$ cat src/rtl/joybus_tx_frame_if.sv
// Request/status bundle between a Joybus frame requester and the line transmitter.
interface joybus_tx_frame_if #(
  parameter int unsigned MAX_BYTES = 8
);
  localparam int unsigned LW = $clog2(MAX_BYTES + 1);
  localparam int unsigned DW = 8 * MAX_BYTES;

  logic [DW-1:0] tx_data;
  logic [LW-1:0] tx_len;
  logic          stop_mode;
  logic          tx_start;
  logic          auto_arm;
  logic          rx_done;
  logic          jb_tx;
  logic          jb_tx_sel;
  logic          tx_busy;
  logic          tx_done;
  logic          tx_err;

  modport master (
    output tx_data, tx_len, stop_mode, tx_start, auto_arm, rx_done,
    input  jb_tx, jb_tx_sel, tx_busy, tx_done, tx_err
  );

  modport slave (
    input  tx_data, tx_len, stop_mode, tx_start, auto_arm, rx_done,
    output jb_tx, jb_tx_sel, tx_busy, tx_done, tx_err
  );
endinterface

$ cat src/rtl/joybus_tx_frame.sv
// Joybus frame transmitter: 1..MAX_BYTES bytes MSB first, then a console or
// controller stop bit; optional auto-reply after a bus turnaround gap.
module joybus_tx_frame #(
  parameter int unsigned US_CYC    = 25,
  parameter int unsigned MAX_BYTES = 8,
  parameter int unsigned TURN_CYC  = 50
) (
  input logic              clk,
  input logic              rst,
  joybus_tx_frame_if.slave bus
);
  localparam int unsigned LW = $clog2(MAX_BYTES + 1);
  localparam int unsigned DW = 8 * MAX_BYTES;
  localparam int unsigned CW = $clog2(4 * US_CYC);
  localparam int unsigned TW = (TURN_CYC > 1) ? $clog2(TURN_CYC) : 1;

  localparam logic [CW-1:0] ONE_END   = CW'(US_CYC - 1);
  localparam logic [CW-1:0] TWO_END   = CW'(2 * US_CYC - 1);
  localparam logic [CW-1:0] THREE_END = CW'(3 * US_CYC - 1);
  localparam logic [CW-1:0] BIT_END   = CW'(4 * US_CYC - 1);
  localparam logic [TW-1:0] TURN_END  = TW'(TURN_CYC - 1);

  typedef enum logic [2:0] {IDLE, TURN, BIT_LO, BIT_HI, STOP_LO, STOP_HI} state_t;

  state_t        state, next_state;
  logic [DW-1:0] data_q;
  logic [7:0]    cur_byte;
  logic [LW-1:0] len_q, byte_idx;
  logic          mode_q;
  logic [2:0]    bit_idx;
  logic [CW-1:0] cnt;
  logic [TW-1:0] tcnt;

  logic start_req, len_ok, accept, reject;
  logic lo_done, bit_done, last_bit, stop_lo_done, stop_hi_done, turn_done;
  logic jb_tx_d, jb_tx_sel_d, tx_busy_d, tx_done_d, tx_err_d;

  // Start qualification and slot-end decode
  always_comb begin
    cur_byte     = data_q[7:0];
    start_req    = bus.tx_start | (bus.rx_done & bus.auto_arm);
    len_ok       = (bus.tx_len != '0) && (bus.tx_len <= LW'(MAX_BYTES));
    accept       = (state == IDLE) && start_req && len_ok;
    reject       = (state == IDLE) && start_req && !len_ok;
    lo_done      = (cnt == (cur_byte[bit_idx] ? ONE_END : THREE_END));
    bit_done     = (cnt == BIT_END);
    last_bit     = (bit_idx == 3'd0) && (byte_idx == len_q - LW'(1));
    stop_lo_done = (cnt == (mode_q ? TWO_END : ONE_END));
    stop_hi_done = (cnt == ONE_END);
    turn_done    = (tcnt == TURN_END);
  end

  always_ff @(posedge clk or posedge rst) begin
    if (rst) state <= IDLE;
    else     state <= next_state;
  end

  always_comb begin
    next_state = state;
    unique case (state)
      IDLE:    if (accept) next_state = bus.tx_start ? BIT_LO : TURN;
      TURN:    if (turn_done) next_state = BIT_LO;
      BIT_LO:  if (lo_done) next_state = BIT_HI;
      BIT_HI:  if (bit_done) next_state = last_bit ? STOP_LO : BIT_LO;
      STOP_LO: if (stop_lo_done) next_state = STOP_HI;
      STOP_HI: if (stop_hi_done) next_state = IDLE;
      default: next_state = IDLE;
    endcase
  end

  // Outputs decoded from the upcoming state so the flops line up with it
  always_comb begin
    jb_tx_sel_d = 1'b0;
    jb_tx_d     = 1'b1;
    tx_busy_d   = 1'b0;
    tx_done_d   = 1'b0;
    tx_err_d    = 1'b0;
    jb_tx_sel_d = (next_state == BIT_LO) || (next_state == BIT_HI) ||
                  (next_state == STOP_LO) || (next_state == STOP_HI);
    jb_tx_d     = !((next_state == BIT_LO) || (next_state == STOP_LO));
    tx_busy_d   = (next_state != IDLE);
    tx_done_d   = (state == STOP_HI) && (next_state == IDLE);
    tx_err_d    = reject;
  end

  always_ff @(posedge clk or posedge rst) begin
    if (rst) begin
      bus.jb_tx     <= 1'b1;
      bus.jb_tx_sel <= 1'b0;
      bus.tx_busy   <= 1'b0;
      bus.tx_done   <= 1'b0;
      bus.tx_err    <= 1'b0;
    end else begin
      bus.jb_tx     <= jb_tx_d;
      bus.jb_tx_sel <= jb_tx_sel_d;
      bus.tx_busy   <= tx_busy_d;
      bus.tx_done   <= tx_done_d;
      bus.tx_err    <= tx_err_d;
    end
  end

  // Frame latch, slot/bit/byte counters; the payload shifts down one byte per byte sent
  always_ff @(posedge clk or posedge rst) begin
    if (rst) begin
      data_q   <= '0;
      len_q    <= '0;
      mode_q   <= 1'b0;
      bit_idx  <= '0;
      byte_idx <= '0;
      cnt      <= '0;
      tcnt     <= '0;
    end else begin
      unique case (state)
        IDLE: if (accept) begin
          data_q   <= bus.tx_data;
          len_q    <= bus.tx_len;
          mode_q   <= bus.stop_mode;
          bit_idx  <= 3'd7;
          byte_idx <= '0;
          cnt      <= '0;
          tcnt     <= '0;
        end
        TURN:   if (!turn_done) tcnt <= tcnt + TW'(1);
        BIT_LO: cnt <= cnt + CW'(1);
        BIT_HI: begin
          if (bit_done) begin
            cnt <= '0;
            if (bit_idx != 3'd0) begin
              bit_idx <= bit_idx - 3'd1;
            end else if (!last_bit) begin
              bit_idx  <= 3'd7;
              byte_idx <= byte_idx + LW'(1);
              data_q   <= data_q >> 8;
            end
          end else begin
            cnt <= cnt + CW'(1);
          end
        end
        STOP_LO: cnt <= stop_lo_done ? '0 : cnt + CW'(1);
        STOP_HI: cnt <= stop_hi_done ? '0 : cnt + CW'(1);
        default: ;
      endcase
    end
  end
endmodule

$ cat src/flat_wrapper.sv
// flat-port wrapper written by rule: the top's interface ports become plain ports
module joybus_tx_frame_flat 
#(
  parameter int unsigned US_CYC    = 25,
  parameter int unsigned MAX_BYTES = 8,
  parameter int unsigned TURN_CYC  = 50
)
  (clk, rst, bus_tx_data, bus_tx_len, bus_stop_mode, bus_tx_start, bus_auto_arm, bus_rx_done, bus_jb_tx, bus_jb_tx_sel, bus_tx_busy, bus_tx_done, bus_tx_err);
  joybus_tx_frame_if #(.MAX_BYTES(MAX_BYTES)) bus_i ();
  input logic clk;
  input logic rst;
  input wire logic [$bits(bus_i.tx_data)-1:0] bus_tx_data;
  input wire logic [$bits(bus_i.tx_len)-1:0] bus_tx_len;
  input wire logic [$bits(bus_i.stop_mode)-1:0] bus_stop_mode;
  input wire logic [$bits(bus_i.tx_start)-1:0] bus_tx_start;
  input wire logic [$bits(bus_i.auto_arm)-1:0] bus_auto_arm;
  input wire logic [$bits(bus_i.rx_done)-1:0] bus_rx_done;
  output wire logic [$bits(bus_i.jb_tx)-1:0] bus_jb_tx;
  output wire logic [$bits(bus_i.jb_tx_sel)-1:0] bus_jb_tx_sel;
  output wire logic [$bits(bus_i.tx_busy)-1:0] bus_tx_busy;
  output wire logic [$bits(bus_i.tx_done)-1:0] bus_tx_done;
  output wire logic [$bits(bus_i.tx_err)-1:0] bus_tx_err;
  assign bus_i.tx_data = bus_tx_data;
  assign bus_i.tx_len = bus_tx_len;
  assign bus_i.stop_mode = bus_stop_mode;
  assign bus_i.tx_start = bus_tx_start;
  assign bus_i.auto_arm = bus_auto_arm;
  assign bus_i.rx_done = bus_rx_done;
  assign bus_jb_tx = bus_i.jb_tx;
  assign bus_jb_tx_sel = bus_i.jb_tx_sel;
  assign bus_tx_busy = bus_i.tx_busy;
  assign bus_tx_done = bus_i.tx_done;
  assign bus_tx_err = bus_i.tx_err;
  joybus_tx_frame #(.US_CYC(US_CYC), .MAX_BYTES(MAX_BYTES), .TURN_CYC(TURN_CYC)) u_core (.clk(clk), .rst(rst), .bus(bus_i));
endmodule
$ cat config.mk
export PLATFORM = sky130hd
export DESIGN_NAME = joybus_tx_frame_flat
export DESIGN_NICKNAME = d
export VERILOG_FILES = /design/src/rtl/joybus_tx_frame_if.sv /design/src/rtl/joybus_tx_frame.sv /design/src/flat_wrapper.sv
export SDC_FILE = /design/constraint.sdc
export NUM_CORES = 1
export LEC_CHECK = 0
export BUFFER_PORTS_ARGS = -buffer_cell sky130_fd_sc_hd__buf_2
export CORE_ASPECT_RATIO = 1.1
export CORE_MARGIN = 2
export CORE_UTILIZATION = 57
export DETAILED_ROUTE_END_ITERATION = 6
export PLACE_DENSITY = 0.88
export SLEW_MARGIN = 0
export SYNTH_ARGS = -nofsm -noshare
export SYNTH_HDL_FRONTEND = slang
export SYNTH_SLANG_ARGS = --single-unit
$ cat constraint.sdc
create_clock -name clk -period 3.8 [get_ports clk]
set_clock_uncertainty 0.1 [all_clocks]
set_input_delay 0.38 -clock clk [delete_from_list [all_inputs] [get_ports clk]]
set_output_delay 0.38 -clock clk [all_outputs]
set_load 0.05 [all_outputs]
== Word level (Yosys, flattened, before mapping) ==
Cells that the tools add are included.

* Bits in registers: 97
* Word-level logic and storage cells: 105
* Input bits: 74
* Output and inout bits: 5

* Eq/ne operators: 21
* Mux-type cells: 36
* Bitwise logic cells: 2
* Reduce and logical (&&, ||, !) cells: 26
* Order comparisons: 2
* $add $sub $neg: 5

{| class="wikitable"
|+ Operator list
! operator !! count
|-
| two-way mux 64 bit || 4
|-
| case mux 64 bit (2 select lines) || 1
|-
| two-way mux 7 bit || 5
|-
| case mux 7 bit (5 select lines) || 1
|-
| two-way mux 3 bit || 11
|-
| two-way mux 6 bit || 3
|-
| case mux 3 bit (6 select lines) || 1
|-
| two-way mux 4 bit || 4
|-
| == test 7 bit || 2
|-
| == test 3 x 2 -> 1 bit, second input constant || 4
|-
| == test 3 bit, second input constant || 4
|-
| case mux 6 bit (2 select lines) || 1
|-
| zero test 3 bit || 3
|-
| case mux 4 bit (2 select lines) || 1
|-
| adder 7 x 1 -> 7 bit, second input constant || 1
|-
| == test 7 x 5 -> 1 bit, second input constant || 1
|-
| == test 7 bit, second input constant || 1
|-
| adder 6 x 1 -> 6 bit, second input constant || 1
|-
| == test 6 bit, second input constant || 1
|-
| logical AND 1 bit || 6
|-
| != test 2 bit, second input constant || 3
|-
| case mux 3 bit (2 select lines) || 1
|-
| nonzero test 3 bit || 2
|-
| AND reduction 5 bit || 1
|-
| other kinds (22) || 29
|}

== Logic depth before layout (Yosys ltp) ==
* Depth after elaboration: 10
* Mapped depth: 9
* Depth with buffers taken out: 8

== Least setup slack after synthesis ==
Ideal clock, no wire load.

* Path type: register to register
* Start point: register u_core.bit_idx[0]
* End point: register u_core.bus.tx_busy
* Data arrival time: 1.966 ns
* Setup time: 0.150 ns
* Clock period less this slack: 2.216 ns
* Path buffers: 0
* Slack: 1.584 ns
* Stages on the path, launching flop included: 6
* Required time: 3.550 ns
* Cells stage by stage: dfrtp_1 > mux4_1 > mux2i_1 > mux2_2 > a2111oi_0 > nand2_1

* Longest elaborated chain between the ends: 7
* Elaborated cells between the ends (all ways): 11
* Classes of those cells: eq/ne: 1; mux: 7; reduce/logical: 3

{| class="wikitable"
|+ Ends and longest elaborated chain
! what !! RTL line !! RTL
|-
| start: declaration || joybus_tx_frame.sv:30 || <nowiki>logic [2:0] bit_idx;</nowiki>
|-
| start signal: assignment || joybus_tx_frame.sv:129 || <nowiki>bit_idx <= bit_idx - 3'd1;</nowiki>
|-
| binary-select mux 1 bit (select 3 bit) || joybus_tx_frame.sv:45 || <nowiki>lo_done = (cnt == (cur_byte[bit_idx] ? ONE_END : THREE_END));</nowiki>
|-
| two-way mux 1 bit (not written as such) || joybus_tx_frame.sv:45 ||
|-
| two-way mux 7 bit || joybus_tx_frame.sv:45 ||
|-
| == test 7 bit || joybus_tx_frame.sv:45 ||
|-
| two-way mux 3 bit || joybus_tx_frame.sv:63 || <nowiki>BIT_LO: if (lo_done) next_state = BIT_HI;</nowiki>
|-
| case mux 3 bit (6 select lines) (*) || joybus_tx_frame.sv:60 || <nowiki>unique case (state)</nowiki>
|-
| nonzero test 3 bit (*) || joybus_tx_frame.sv:81 || <nowiki>tx_busy_d = (next_state != IDLE);</nowiki>
|-
| named net u_core.tx_busy_d || joybus_tx_frame.sv:36 || <nowiki>logic jb_tx_d, jb_tx_sel_d, tx_busy_d, tx_done_d, tx_err_d;</nowiki>
|-
| end signal: assignment || joybus_tx_frame.sv:96 || <nowiki>bus.tx_busy <= tx_busy_d;</nowiki>
|-
| end: declaration || joybus_tx_frame_if.sv:27 || <nowiki>output jb_tx, jb_tx_sel, tx_busy, tx_done, tx_err</nowiki>
|}

The timed path passes the listed nets; every way through them passes the cells marked *. The select of a mux whose other input is x is not followed.
A chain may end at the register's enable or synchronous reset.

== Worst setup path after layout ==
* Start point: register u_core.cnt[0]
* End point: register u_core.data_q[6]

* Longest elaborated chain between the ends: 3

{| class="wikitable"
|+ Ends and longest elaborated chain
! what !! RTL line !! RTL
|-
| start: declaration || joybus_tx_frame.sv:31 || <nowiki>logic [CW-1:0] cnt;</nowiki>
|-
| start signal: assignment || joybus_tx_frame.sv:124 || <nowiki>BIT_LO: cnt <= cnt + CW'(1);</nowiki>
|-
| start signal: assignment || joybus_tx_frame.sv:136 || <nowiki>cnt <= cnt + CW'(1);</nowiki>
|-
| start signal: assignment || joybus_tx_frame.sv:139 || <nowiki>STOP_LO: cnt <= stop_lo_done ? '0 : cnt + CW'(1);</nowiki>
|-
| == test 7 bit || joybus_tx_frame.sv:46 || <nowiki>bit_done = (cnt == BIT_END);</nowiki>
|-
| != test 2 x 1 -> 1 bit (no line) || n/a ||
|-
| AND reduction 5 bit (no line) || n/a ||
|-
| end signal: assignment || joybus_tx_frame.sv:115 || <nowiki>data_q <= bus.tx_data;</nowiki>
|-
| end signal: assignment || joybus_tx_frame.sv:133 || <nowiki>data_q <= data_q >> 8;</nowiki>
|-
| end: declaration || joybus_tx_frame.sv:26 || <nowiki>logic [DW-1:0] data_q;</nowiki>
|}

No other way between the ends.

==> flow_metrics.env <==
export IMPL_synth_cells=533
export IMPL_p_leak_nw=2.49
export IMPL_crit_path_start_kind="flip-flop"
export IMPL_tightest_slew_ns=1.03
export IMPL_start_util=0.590
export IMPL_cts_resized=0
export IMPL_grtUsageTotal=0.244
export IMPL_hold_violations=0
export IMPL_critPathRequiredTime_ns=3.93
export IMPL_drtIter0Drc=320
export IMPL_die_w_um=93.2
export IMPL_path_max_fanout=27
export IMPL_finalCritPeriodShare=0.708
export IMPL_drive_gt1_frac=0.207
export IMPL_fmax_ghz=0.372
export IMPL_synth_area_top_cells="dfrtp_1 (48%), nand2_1 (9.0%), a31oi_1 (7.3%)"
export IMPL_syn_area_per_cell_um2=9.36
export IMPL_period_minus_slack_ns=2.69
export IMPL_cts_hold_buf=0
export IMPL_cts_sinks=97
export IMPL_wire_per_inst_um=15.6
export IMPL_synth_edf_count=0
export IMPL_setup_tns_ns=0
export IMPL_numCtsBuffers=9
export IMPL_async_flop_share=1.00
export IMPL_route_vias_total=4174
export IMPL_cp_end_kind="flip-flop"
export IMPL_syn2layout_area_growth_pct=11.2
export IMPL_rsz0062_at_grt="no"
export IMPL_vias_per_cell=5.91
export IMPL_numPortBuffers=78
export IMPL_dp_hpwl_um=7360
export IMPL_grt_pass1_vias=4004
export IMPL_netlist_area_leader_share=0.482
export IMPL_path_class="flip-flop to flip-flop"
export IMPL_diodes=0
export IMPL_cts_tree="built"
export IMPL_cts_buffer_depth=2
export IMPL_relSlewSlack=0.312
export IMPL_synthDistinctLibCells=59
export IMPL_max_vdd_ir_drop_v=0.000409
export IMPL_root_buffer="clkbuf_8"
export IMPL_yosysWarnings=0
export IMPL_yosys_most_used_dff="dfrtp_1"
export IMPL_grt_max_degree=67
export IMPL_drc_errors=0
export IMPL_core_area_um2=8450
export IMPL_die_h_um=102
export IMPL_final_antenna_net_count=0
export IMPL_gp_routability_congestion=0.873
export IMPL_worstRegToRegCells=7
export IMPL_antenna_found_initial=0
export IMPL_yosysSeqAreaShare=0.487
export IMPL_htreeDepth=3
export IMPL_timing_rr_start="u_core.cnt[0]"
export IMPL_setup_viol=0
export IMPL_r2r_setup_slack_ns=1.11
export IMPL_status="completed"
export IMPL_grt_pass1_wl_um=18500
export IMPL_place_area_um2=5320
export IMPL_overflow=0
export IMPL_nFillCells=662
export IMPL_first_pass_iters=5
export IMPL_synth_seq_cells=97
export IMPL_postLayoutCellArea_um2=5550
export IMPL_num_io_pins=79
export IMPL_clk_latency_ns=0.36
export IMPL_yosysTopAreaCell="dfrtp_1"
export IMPL_rows=35
export IMPL_synth_area_um2=4990
export IMPL_power_density_nw_per_um2=759
export IMPL_final_nets=672
export IMPL_maxCapViolations=0
export IMPL_wirelength_um=11000
export IMPL_die_area_um2=9510
export IMPL_post_cts_buffers=0
export IMPL_timing_rr_end="u_core.data_q[6]"
export IMPL_synth_nets=615
export IMPL_hold_class="input pin to async pin"
export IMPL_clk_transition_reported_paths_ns=0.10
export IMPL_worstPathArrival_ns=2.82
export IMPL_maxSlewViolCount=0
[through the flow]
| stage | worst slack (ns) | cells | total power [W] | hold slack, ns | utilization |
|---|---|---|---|---|---|
| 2_1_floorplan | 0.788 | 533 | 0.00308 | 0.386 | - |
| 3_3_place_gp | 1.18 | 690 | 0.00336 | 0.401 | 0.629 |
| 3_5_place_dp | 1.18 | 690 | 0.00345 | 0.421 | 0.629 |
| 4_1_cts | 1.16 | 706 | 0.00421 | 0.0580 | 0.656 |
| 5_1_grt | 0.966 | 706 | 0.00453 | 0.104 | 0.656 |
| 6_report | 1.11 | 706 | 0.00421 | 0.0326 | 0.656 |
[per-layer routing]
layer  wire length, µm  track usage  part of all wire
met5                 0            0                 0
met2              5500        0.420              0.50
met4               208       0.0814             0.019
met1              4750        0.324              0.43
met3               536       0.0310             0.049
[sequential cells by signal, indices dropped and copies added, names as in the netlist]
name,flops
u_core.data_q,64
u_core.cnt,7
u_core.tcnt,6
u_core.byte_idx,4
u_core.len_q,4
u_core.bit_idx,3
u_core.state,3
u_core.bus.jb_tx,1
u_core.bus.jb_tx_sel,1
u_core.bus.tx_busy,1
u_core.bus.tx_done,1
u_core.bus.tx_err,1
u_core.mode_q,1
[worst max-delay path by stage]
stage	startpoint	end	depth (start not counted)
after global placement	bus_tx_len[3]	u_core.bus.tx_busy	6
final	u_core.cnt[0]	u_core.data_q[6]	7
after global routing	u_core.cnt[0]	u_core.data_q[4]	7
after floorplan	rst	u_core.bit_idx[0]	1
after CTS	u_core.cnt[0]	u_core.data_q[6]	7
after detailed placement	bus_tx_len[3]	u_core.bus.tx_busy	6
[synth_stat cells (all sizes together) (3+ instances only)]
master  number
nand3b       3
buf         27
nand3        7
or3          4
or3b         3
a22o         3
nand4b       3
xnor2        5
nor3        64
and3         3
or2          4
inv         12
ha           8
nor2        21
xor2         4
clkbuf      13
mux2         3
o21ai        7
mux2i       13
a31oi       58
nor4         3
nor2b        3
nand2      120
a21oi       11
dfrtp       96
[where the power goes]
group | switching [W] | leakage [nW] | internal [W] | total (W)
sequential | 0.000354 | 1.12 | 0.00150 | 0.00185
clock | 0.000379 | 0.111 | 0.000383 | 0.000762
combinational | 0.000911 | 1.26 | 0.000682 | 0.00159
[cell families (layout without fill, tap and decap cells)]
kind of cell	count (synthesis)	after routing	synth area share
simple gates	251	251	0.240
xor+xnor	10	10	0.0203
buf+inv	52	114	0.0610
mux	18	18	0.0434
flops	97	97	0.487
fa+ha+maj	8	8	0.0201
compound gates	97	97	0.128
[worst max-delay path, cell delays in order, from the launching register on]
cell and delay, ns:
dfrtp_1 0.48, ha_1 0.27, nand3b_1 0.20, nor3_4 0.37
o211a_2 0.25, or2_2 0.45, buf_4 0.32, a31oi_1 0.12
[placed cells by master (no fill, tap or decap), types with 5 or more instances in the layout]
cell type and count:
nand2_1 120, dfrtp_1 96, xnor2_1 5, nand3_1 7, buf_2 78, inv_1 11
o21ai_0 7, mux2i_1 13, ha_1 8, a21oi_1 11, buf_4 8, a31oi_1 58
nor3_1 63, clkbuf_8 9, nor2_1 21
[final cells by class]
type	count	area, µm²	share of cell area
multi-input cells	384	2260	0.407
repair buffers	86	450	0.0812
well taps	111	139	0.0250
inverters	12	46.3	0.00835
clock buffers	10	128	0.0230
flip-flops and latches	97	2430	0.438
clock inverters	6	98.8	0.0178
Note: power is estimated with default switching activity, not from simulation.
